**src/rtl/wb_port_arbiter_if.sv**
```systemverilog
// Writeback-port bundle: W-stage pipeline write, multi-cycle completion handshake,
// register-file write port and FIFO occupancy.
interface wb_port_arbiter_if #(
  parameter int WORD_SIZE  = 32,
  parameter int REG_ADDR_W = 5,
  parameter int FIFO_DEPTH = 2
);
  localparam int CNT_W = $clog2(FIFO_DEPTH) + 1;

  logic                  RegWriteW;
  logic [REG_ADDR_W-1:0] RdW;
  logic [WORD_SIZE-1:0]  ResultW;
  logic                  mc_valid;
  logic [REG_ADDR_W-1:0] mc_rd;
  logic [WORD_SIZE-1:0]  mc_data;
  logic                  mc_ready;
  logic                  rf_we;
  logic [REG_ADDR_W-1:0] rf_waddr;
  logic [WORD_SIZE-1:0]  rf_wdata;
  logic                  StallW;
  logic [CNT_W-1:0]      fifo_count;

  modport master (
    output RegWriteW, RdW, ResultW, mc_valid, mc_rd, mc_data,
    input  mc_ready, rf_we, rf_waddr, rf_wdata, StallW, fifo_count
  );

  modport slave (
    input  RegWriteW, RdW, ResultW, mc_valid, mc_rd, mc_data,
    output mc_ready, rf_we, rf_waddr, rf_wdata, StallW, fifo_count
  );
endinterface

```
**src/rtl/wb_port_arbiter.sv**
```systemverilog
// Shares the single register-file write port between the in-order W stage and a
// small FIFO of multi-cycle results, squashing stale entries to keep WAW order.
module wb_port_arbiter #(
  parameter int WORD_SIZE  = 32,
  parameter int REG_ADDR_W = 5,
  parameter int FIFO_DEPTH = 2,
  parameter int MAX_WAIT   = 4
) (
  input  logic             clk,
  input  logic             rst,
  wb_port_arbiter_if.slave bus
);
  localparam int PTR_W = $clog2(FIFO_DEPTH);
  localparam int CNT_W = PTR_W + 1;
  localparam int WAIT_W = $clog2(MAX_WAIT + 1);
  localparam logic [CNT_W-1:0]  FULL_C     = CNT_W'(FIFO_DEPTH);
  localparam logic [WAIT_W-1:0] MAX_WAIT_C = WAIT_W'(MAX_WAIT);

  logic [REG_ADDR_W-1:0] rdArr   [FIFO_DEPTH];
  logic [WORD_SIZE-1:0]  dataArr [FIFO_DEPTH];
  logic [FIFO_DEPTH-1:0] vldArr;
  logic [PTR_W-1:0]      rdPtr, wrPtr;
  logic [CNT_W-1:0]      count;
  logic [WAIT_W-1:0]     waitCnt;

  logic                  full, empty, headV, headDead, mcReady, pw, mw;
  logic                  forceDrain, squash, bypass, push, pop, waitInc;
  logic                  selWe, selStall;
  logic [REG_ADDR_W-1:0] selAddr;
  logic [WORD_SIZE-1:0]  selData;

  always_comb begin
    full       = (count == FULL_C);
    empty      = (count == '0);
    headV      = !empty && vldArr[rdPtr];
    headDead   = !empty && !vldArr[rdPtr];
    mcReady    = rst && !full;
    pw         = bus.RegWriteW && (bus.RdW != '0);
    mw         = bus.mc_valid && mcReady;
    forceDrain = headV && (waitCnt == MAX_WAIT_C);
    // The held W-stage instruction squashes when it finally writes, not while stalled.
    squash     = pw && !forceDrain;

    selWe    = 1'b0;
    selStall = 1'b0;
    selAddr  = '0;
    selData  = '0;
    bypass   = 1'b0;
    waitInc  = 1'b0;
    pop      = headDead;

    if (forceDrain) begin
      selWe    = 1'b1;
      selStall = 1'b1;
      selAddr  = rdArr[rdPtr];
      selData  = dataArr[rdPtr];
      pop      = 1'b1;
    end else if (pw) begin
      selWe   = 1'b1;
      selAddr = bus.RdW;
      selData = bus.ResultW;
      waitInc = headV;
    end else if (headV) begin
      selWe   = 1'b1;
      selAddr = rdArr[rdPtr];
      selData = dataArr[rdPtr];
      pop     = 1'b1;
    end else if (empty && mw && (bus.mc_rd != '0)) begin
      selWe   = 1'b1;
      selAddr = bus.mc_rd;
      selData = bus.mc_data;
      bypass  = 1'b1;
    end

    push = mw && (bus.mc_rd != '0) && !bypass && !(squash && (bus.mc_rd == bus.RdW));
  end

  assign bus.mc_ready   = mcReady;
  assign bus.rf_we      = rst && selWe;
  assign bus.rf_waddr   = rst ? selAddr : '0;
  assign bus.rf_wdata   = rst ? selData : '0;
  assign bus.StallW     = rst && selStall;
  assign bus.fifo_count = rst ? count : '0;

  always_ff @(posedge clk or negedge rst) begin
    if (!rst) begin
      rdPtr   <= '0;
      wrPtr   <= '0;
      count   <= '0;
      waitCnt <= '0;
      vldArr  <= '0;
    end else begin
      if (pop)  rdPtr <= rdPtr + 1'b1;
      if (push) wrPtr <= wrPtr + 1'b1;
      count <= count + CNT_W'(push) - CNT_W'(pop);
      if (pop)
        waitCnt <= '0;
      else if (waitInc && (waitCnt != MAX_WAIT_C))
        waitCnt <= waitCnt + 1'b1;
      for (int i = 0; i < FIFO_DEPTH; i++)
        if (squash && (rdArr[i] == bus.RdW)) vldArr[i] <= 1'b0;
      if (push) vldArr[wrPtr] <= 1'b1;
    end
  end

  always_ff @(posedge clk) begin
    if (push) begin
      rdArr[wrPtr]   <= bus.mc_rd;
      dataArr[wrPtr] <= bus.mc_data;
    end
  end
endmodule

```
**src/flat_wrapper.sv**
```systemverilog
// flat-port wrapper written by rule: the top's interface ports become plain ports
module wb_port_arbiter_flat 
#(
  parameter int WORD_SIZE  = 32,
  parameter int REG_ADDR_W = 5,
  parameter int FIFO_DEPTH = 2,
  parameter int MAX_WAIT   = 4
)
  (clk, rst, bus_RegWriteW, bus_RdW, bus_ResultW, bus_mc_valid, bus_mc_rd, bus_mc_data, bus_mc_ready, bus_rf_we, bus_rf_waddr, bus_rf_wdata, bus_StallW, bus_fifo_count);
  wb_port_arbiter_if #(.WORD_SIZE(WORD_SIZE), .REG_ADDR_W(REG_ADDR_W), .FIFO_DEPTH(FIFO_DEPTH)) bus_i ();
  input  logic clk;
  input  logic rst;
  input wire logic [$bits(bus_i.RegWriteW)-1:0] bus_RegWriteW;
  input wire logic [$bits(bus_i.RdW)-1:0] bus_RdW;
  input wire logic [$bits(bus_i.ResultW)-1:0] bus_ResultW;
  input wire logic [$bits(bus_i.mc_valid)-1:0] bus_mc_valid;
  input wire logic [$bits(bus_i.mc_rd)-1:0] bus_mc_rd;
  input wire logic [$bits(bus_i.mc_data)-1:0] bus_mc_data;
  output wire logic [$bits(bus_i.mc_ready)-1:0] bus_mc_ready;
  output wire logic [$bits(bus_i.rf_we)-1:0] bus_rf_we;
  output wire logic [$bits(bus_i.rf_waddr)-1:0] bus_rf_waddr;
  output wire logic [$bits(bus_i.rf_wdata)-1:0] bus_rf_wdata;
  output wire logic [$bits(bus_i.StallW)-1:0] bus_StallW;
  output wire logic [$bits(bus_i.fifo_count)-1:0] bus_fifo_count;
  assign bus_i.RegWriteW = bus_RegWriteW;
  assign bus_i.RdW = bus_RdW;
  assign bus_i.ResultW = bus_ResultW;
  assign bus_i.mc_valid = bus_mc_valid;
  assign bus_i.mc_rd = bus_mc_rd;
  assign bus_i.mc_data = bus_mc_data;
  assign bus_mc_ready = bus_i.mc_ready;
  assign bus_rf_we = bus_i.rf_we;
  assign bus_rf_waddr = bus_i.rf_waddr;
  assign bus_rf_wdata = bus_i.rf_wdata;
  assign bus_StallW = bus_i.StallW;
  assign bus_fifo_count = bus_i.fifo_count;
  wb_port_arbiter #(.WORD_SIZE(WORD_SIZE), .REG_ADDR_W(REG_ADDR_W), .FIFO_DEPTH(FIFO_DEPTH), .MAX_WAIT(MAX_WAIT)) u_core (.clk(clk), .rst(rst), .bus(bus_i));
endmodule
```
**config.mk**
```make
export PLATFORM = sky130hd
export DESIGN_NAME = wb_port_arbiter_flat
export DESIGN_NICKNAME = d
export VERILOG_FILES = /design/src/rtl/wb_port_arbiter_if.sv /design/src/rtl/wb_port_arbiter.sv /design/src/flat_wrapper.sv
export SDC_FILE = /design/constraint.sdc
export NUM_CORES = 1
export LEC_CHECK = 0
export ABC_AREA = 1
export BUFFER_PORTS_ARGS = -buffer_cell sky130_fd_sc_hd__buf_2
export CORE_MARGIN = 5
export CORE_UTILIZATION = 57
export DETAILED_ROUTE_END_ITERATION = 12
export PLACE_DENSITY_LB_ADDON = 0.15
export SYNTH_ARGS = -nofsm -noshare
export SYNTH_HDL_FRONTEND = slang
export SYNTH_SLANG_ARGS = --single-unit
```
**constraint.sdc**
```tcl
create_clock -name clk -period 5 [get_ports clk]
set_input_delay 1 -clock clk [delete_from_list [all_inputs] [get_ports clk]]
set_output_delay 1 -clock clk [all_outputs]
set_load 0.02 [all_outputs]
```
==> summary.md <==
| Metric | Value |
|---|---|
| Clock Sinks | 83 |
| Reg-to-Reg Start | u_core.rdPtr |
| All-layer global routing usage | 0.2214 |
| Switching power | 912.0 uW |
| Relative max-transition margin | 0.3444 |
| Most common cell in the netlist | nand2_1 |
| Core ar. | 0.007727 mm^2 |
| Congestion Overflow GR | 0 |
| Leakage | 0.002558 uW |
| Vias in the first global route | 3651 |
| Area contributors post-synth | edfxtp_1 49%, nand2_1 11%, nand3_1 7.4% |
| MaxCap Viol Count | 0 |
| Clock Tree Root | clkbuf_8 |
| Drt total wl | 10750 um |
| Num CTS Buffers | 9 |
| First-pass iteration count of the detailed router | 5 |
| Crit share post-route | 0.7739 |
| Final Max Tran Viols | 0 |
| CTS tree | done |
| DP HPWL | 7241 um |
| Logic pwr share | 0.396 |
| WHS | 488.7 ps |
| Post-CTS Hold Buffers | 0 |
| Placed insts | 698 |
| Setup Fix Bufs, Post-CTS | 0 |
| Synth Cell Area | 0.004537 mm^2 |
| Die Area | 0.009844 mm^2 |
| Fin Setup TNS | 0 ps |
| Top_reg_cell synth | edfxtp_1 |
| Antenna violations before repair | 0 |
| Reg power frac | 0.379 |
| Synth top cells by count | 134 x nand2_1, 74 x edfxtp_1, 68 x nor2_1 |
| Number of synthesized flops with an enable pin | 74 |
| Reg2reg setup slack | 1820 ps |
| DP Area | 0.005165 mm^2 |
| Post-Syn Instances | 500 |
| Setup ws final | 1130 ps |
| Htree depth | 3 |
| Initial Utilization | 0.5871 |
| Clk_skew | 11.82 ps |
| Die outline height | 99.22 um |
| Via Count | 3720 |
| Sequential cell area fraction in the yosys report | 0.5394 |
| First-pass GRT wire length | 17470 um |
| Dpl ws | 1107 ps |
| Fin cells | 714 |
| Post-synth top area share | 0.4898 |
| Clock Latency Late Sink | 350 ps |
| Crit path DAT | 2870 ps |
| Worst Reg-to-Reg Cells | 10 |
| RePlAce Congestion | 0.8273 |
| Avg Cell Area, Syn | 9.074 um^2 |
| Int Pwr | 1479 uW |
| Crit. End Element | output pin |
| HP Class | flip-flop to flip-flop |
| Sw frac | 0.3815 |
| Clk buf depth | 2 |
| Ys async rst share | 0.1084 |
| Synth unique cells | 26 |
| Clock power frac | 0.225 |
| PostCTS Resize Cnt | 0 |
| Hold EP | u_core.wrPtr |
| Synth Register Bits | 83 |
| Worst-margin pin slew | 981.1 ps |
| Clk slew on worst S/H paths | 80 ps |
| Top Ports | 120 |
| RSZ-0062 raised after global routing | no |
| Antenna viol nets, final | 0 |
| # nets final | 689 |
| Crit path required time | 4000 ps |
| Area leader, netlist | edfxtp_1 |
| Largest net degree at the start of global routing | 42 |
| Post-Syn Nets | 582 |
| Die width | 99.22 um |
| WHS Path Cells | 2 |
| CP startpoint kind | input port |
| Via/cell ratio | 5.210 |
| Cell area after layout | 0.005391 mm^2 |
| Final setup fails | 0 |
| Fin. Hold Viols | 0 |
| Pwr Density | 443.4 mW/mm^2 |
| PortBufs | 119 |
| Area growth, synth to finish | 18.84% |
| Num rows | 32 |
| Layout cell share with drive strength beyond 1 | 0.2810 |
| WL/cell | 15.05 um |
| Post-layout min period | 3870 ps |
| End of the worst register-to-register path | u_core.dataArr[0][3] |
| CP Class | input port to output pin |
| Critical Path Fanout Max | 40 |
| Outcome | finished, final reports clean |
| Synth warn | 0 |
| N_diodes | 0 |
| Peak supply drop | 0.3257 mV |
| Hold Startpoint | u_core.wrPtr |
| DRC viols | 0 |
| Fmax | 258.4 MHz |
| 1st-iter DRT viols | 191 |
-- metal layers --
| layer | GRT usage | wire (um) | up-vias |
|---|---|---|---|
| li1 | - | - | 1847 |
| met1 | 0.3034 | 4661 | 1726 |
| met2 | 0.3626 | 5292 | 129 |
| met3 | 0.03015 | 614 | 18 |
| met4 | 0.07983 | 176 | 0 |
| met5 | 0 | 0 | - |
-- worst max-delay path, cell delays in order --
cell and delay [ps]:
buf_2 140, nor2_2 110, nand3b_1 90, nand2_2 90, buf_4 400, inv_2 90
nand2_4 180, nand2_4 270, nor2_1 170, nor2_1 70, nor2_1 80, buf_2 170
-- how the worst max path moves through the flow --
stage                  from                   end  slack [ps]  cells after the start
2_1_floorplan    bus_RdW[1]  u_core.dataArr[1][0]        1190                      8
5_1_grt        u_core.rdPtr       bus_rf_waddr[0]         850                     11
4_1_cts        u_core.rdPtr      bus_rf_wdata[30]        1100                     11
6_report         bus_RdW[1]       bus_rf_waddr[1]        1130                     12
3_5_place_dp     bus_RdW[1]       bus_rf_waddr[1]        1110                     12
3_3_place_gp     bus_RdW[1]       bus_rf_waddr[3]        1140                     12
-- stage by stage --
step	utilization	power (uW)
floorplan	-	1630
detailed placement	0.6684	1869
global placement	0.6684	1841
CTS	0.6977	2403
global route	0.6977	2550
finish	0.6977	2391
-- flip-flops by register name, indices dropped and copies added, names as in the netlist --
name / flops
u_core.rdPtr: 1
u_core.wrPtr: 1
u_core.count: 2
u_core.rdArr: 10
u_core.waitCnt: 3
u_core.vldArr: 2
u_core.dataArr: 64
-- power groups by stage --
| stage | Sequential (uW) | Combinational, uW | Clock (uW) |
|---|---|---|---|
| after floorplan | 915 | 714 | 0 |
| after global placement | 915 | 926 | 0 |
| after detailed placement | 921 | 948 | 0 |
| after CTS | 905 | 955 | 543 |
| after global routing | 915 | 1060 | 579 |
| final | 906 | 947 | 537 |
-- cells by family (layout without fill, tap and decap cells) --
logic type,count (synthesis),after routing,synth area share
multiplexers,24,24,0.05295
buffers and inverters,63,175,0.06536
XOR/XNOR,18,18,0.03475
AO/OA/AOI/OAI,8,8,0.008823
AND/OR/NAND/NOR,300,300,0.2876
flip-flops,83,83,0.5394
adder cells (fa/ha/maj),4,4,0.01103
-- final cells by class --
cell class	instances	area, um^2
fillers	596	2336
repair buffers	125	653.1
clock inverters	5	85.08
clock buffers	11	141.4
well taps	102	127.6
flip-flops and latches	83	2449
inverters	34	127.6
multi-input cells	354	1808
-- cells in the final DEF (no fill, tap or decap) --
cell / count
clkinvlp_4: 1
inv_6: 1
inv_1: 30
dfrtp_1: 8
a21oi_1: 3
o21ai_1: 1
ha_1: 4
nand2_4: 2
nand3b_1: 2
xor2_1: 6
nor2_1: 66
inv_2: 3
buf_4: 5
clkinv_1: 1
edfxtp_1: 74
buf_2: 119
o21ai_0: 4
nand3_1: 67
dfrtp_2: 1
clkbuf_8: 10
nand2_2: 2
clkinv_4: 1
mux2i_1: 24
nor2_2: 21
bufinv_16: 2
nand4_1: 3
xnor2_1: 12
buf_12: 1
nand2_1: 134
nor2_4: 3
clkbuf_1: 1
Power figures use the tool's default switching activity.
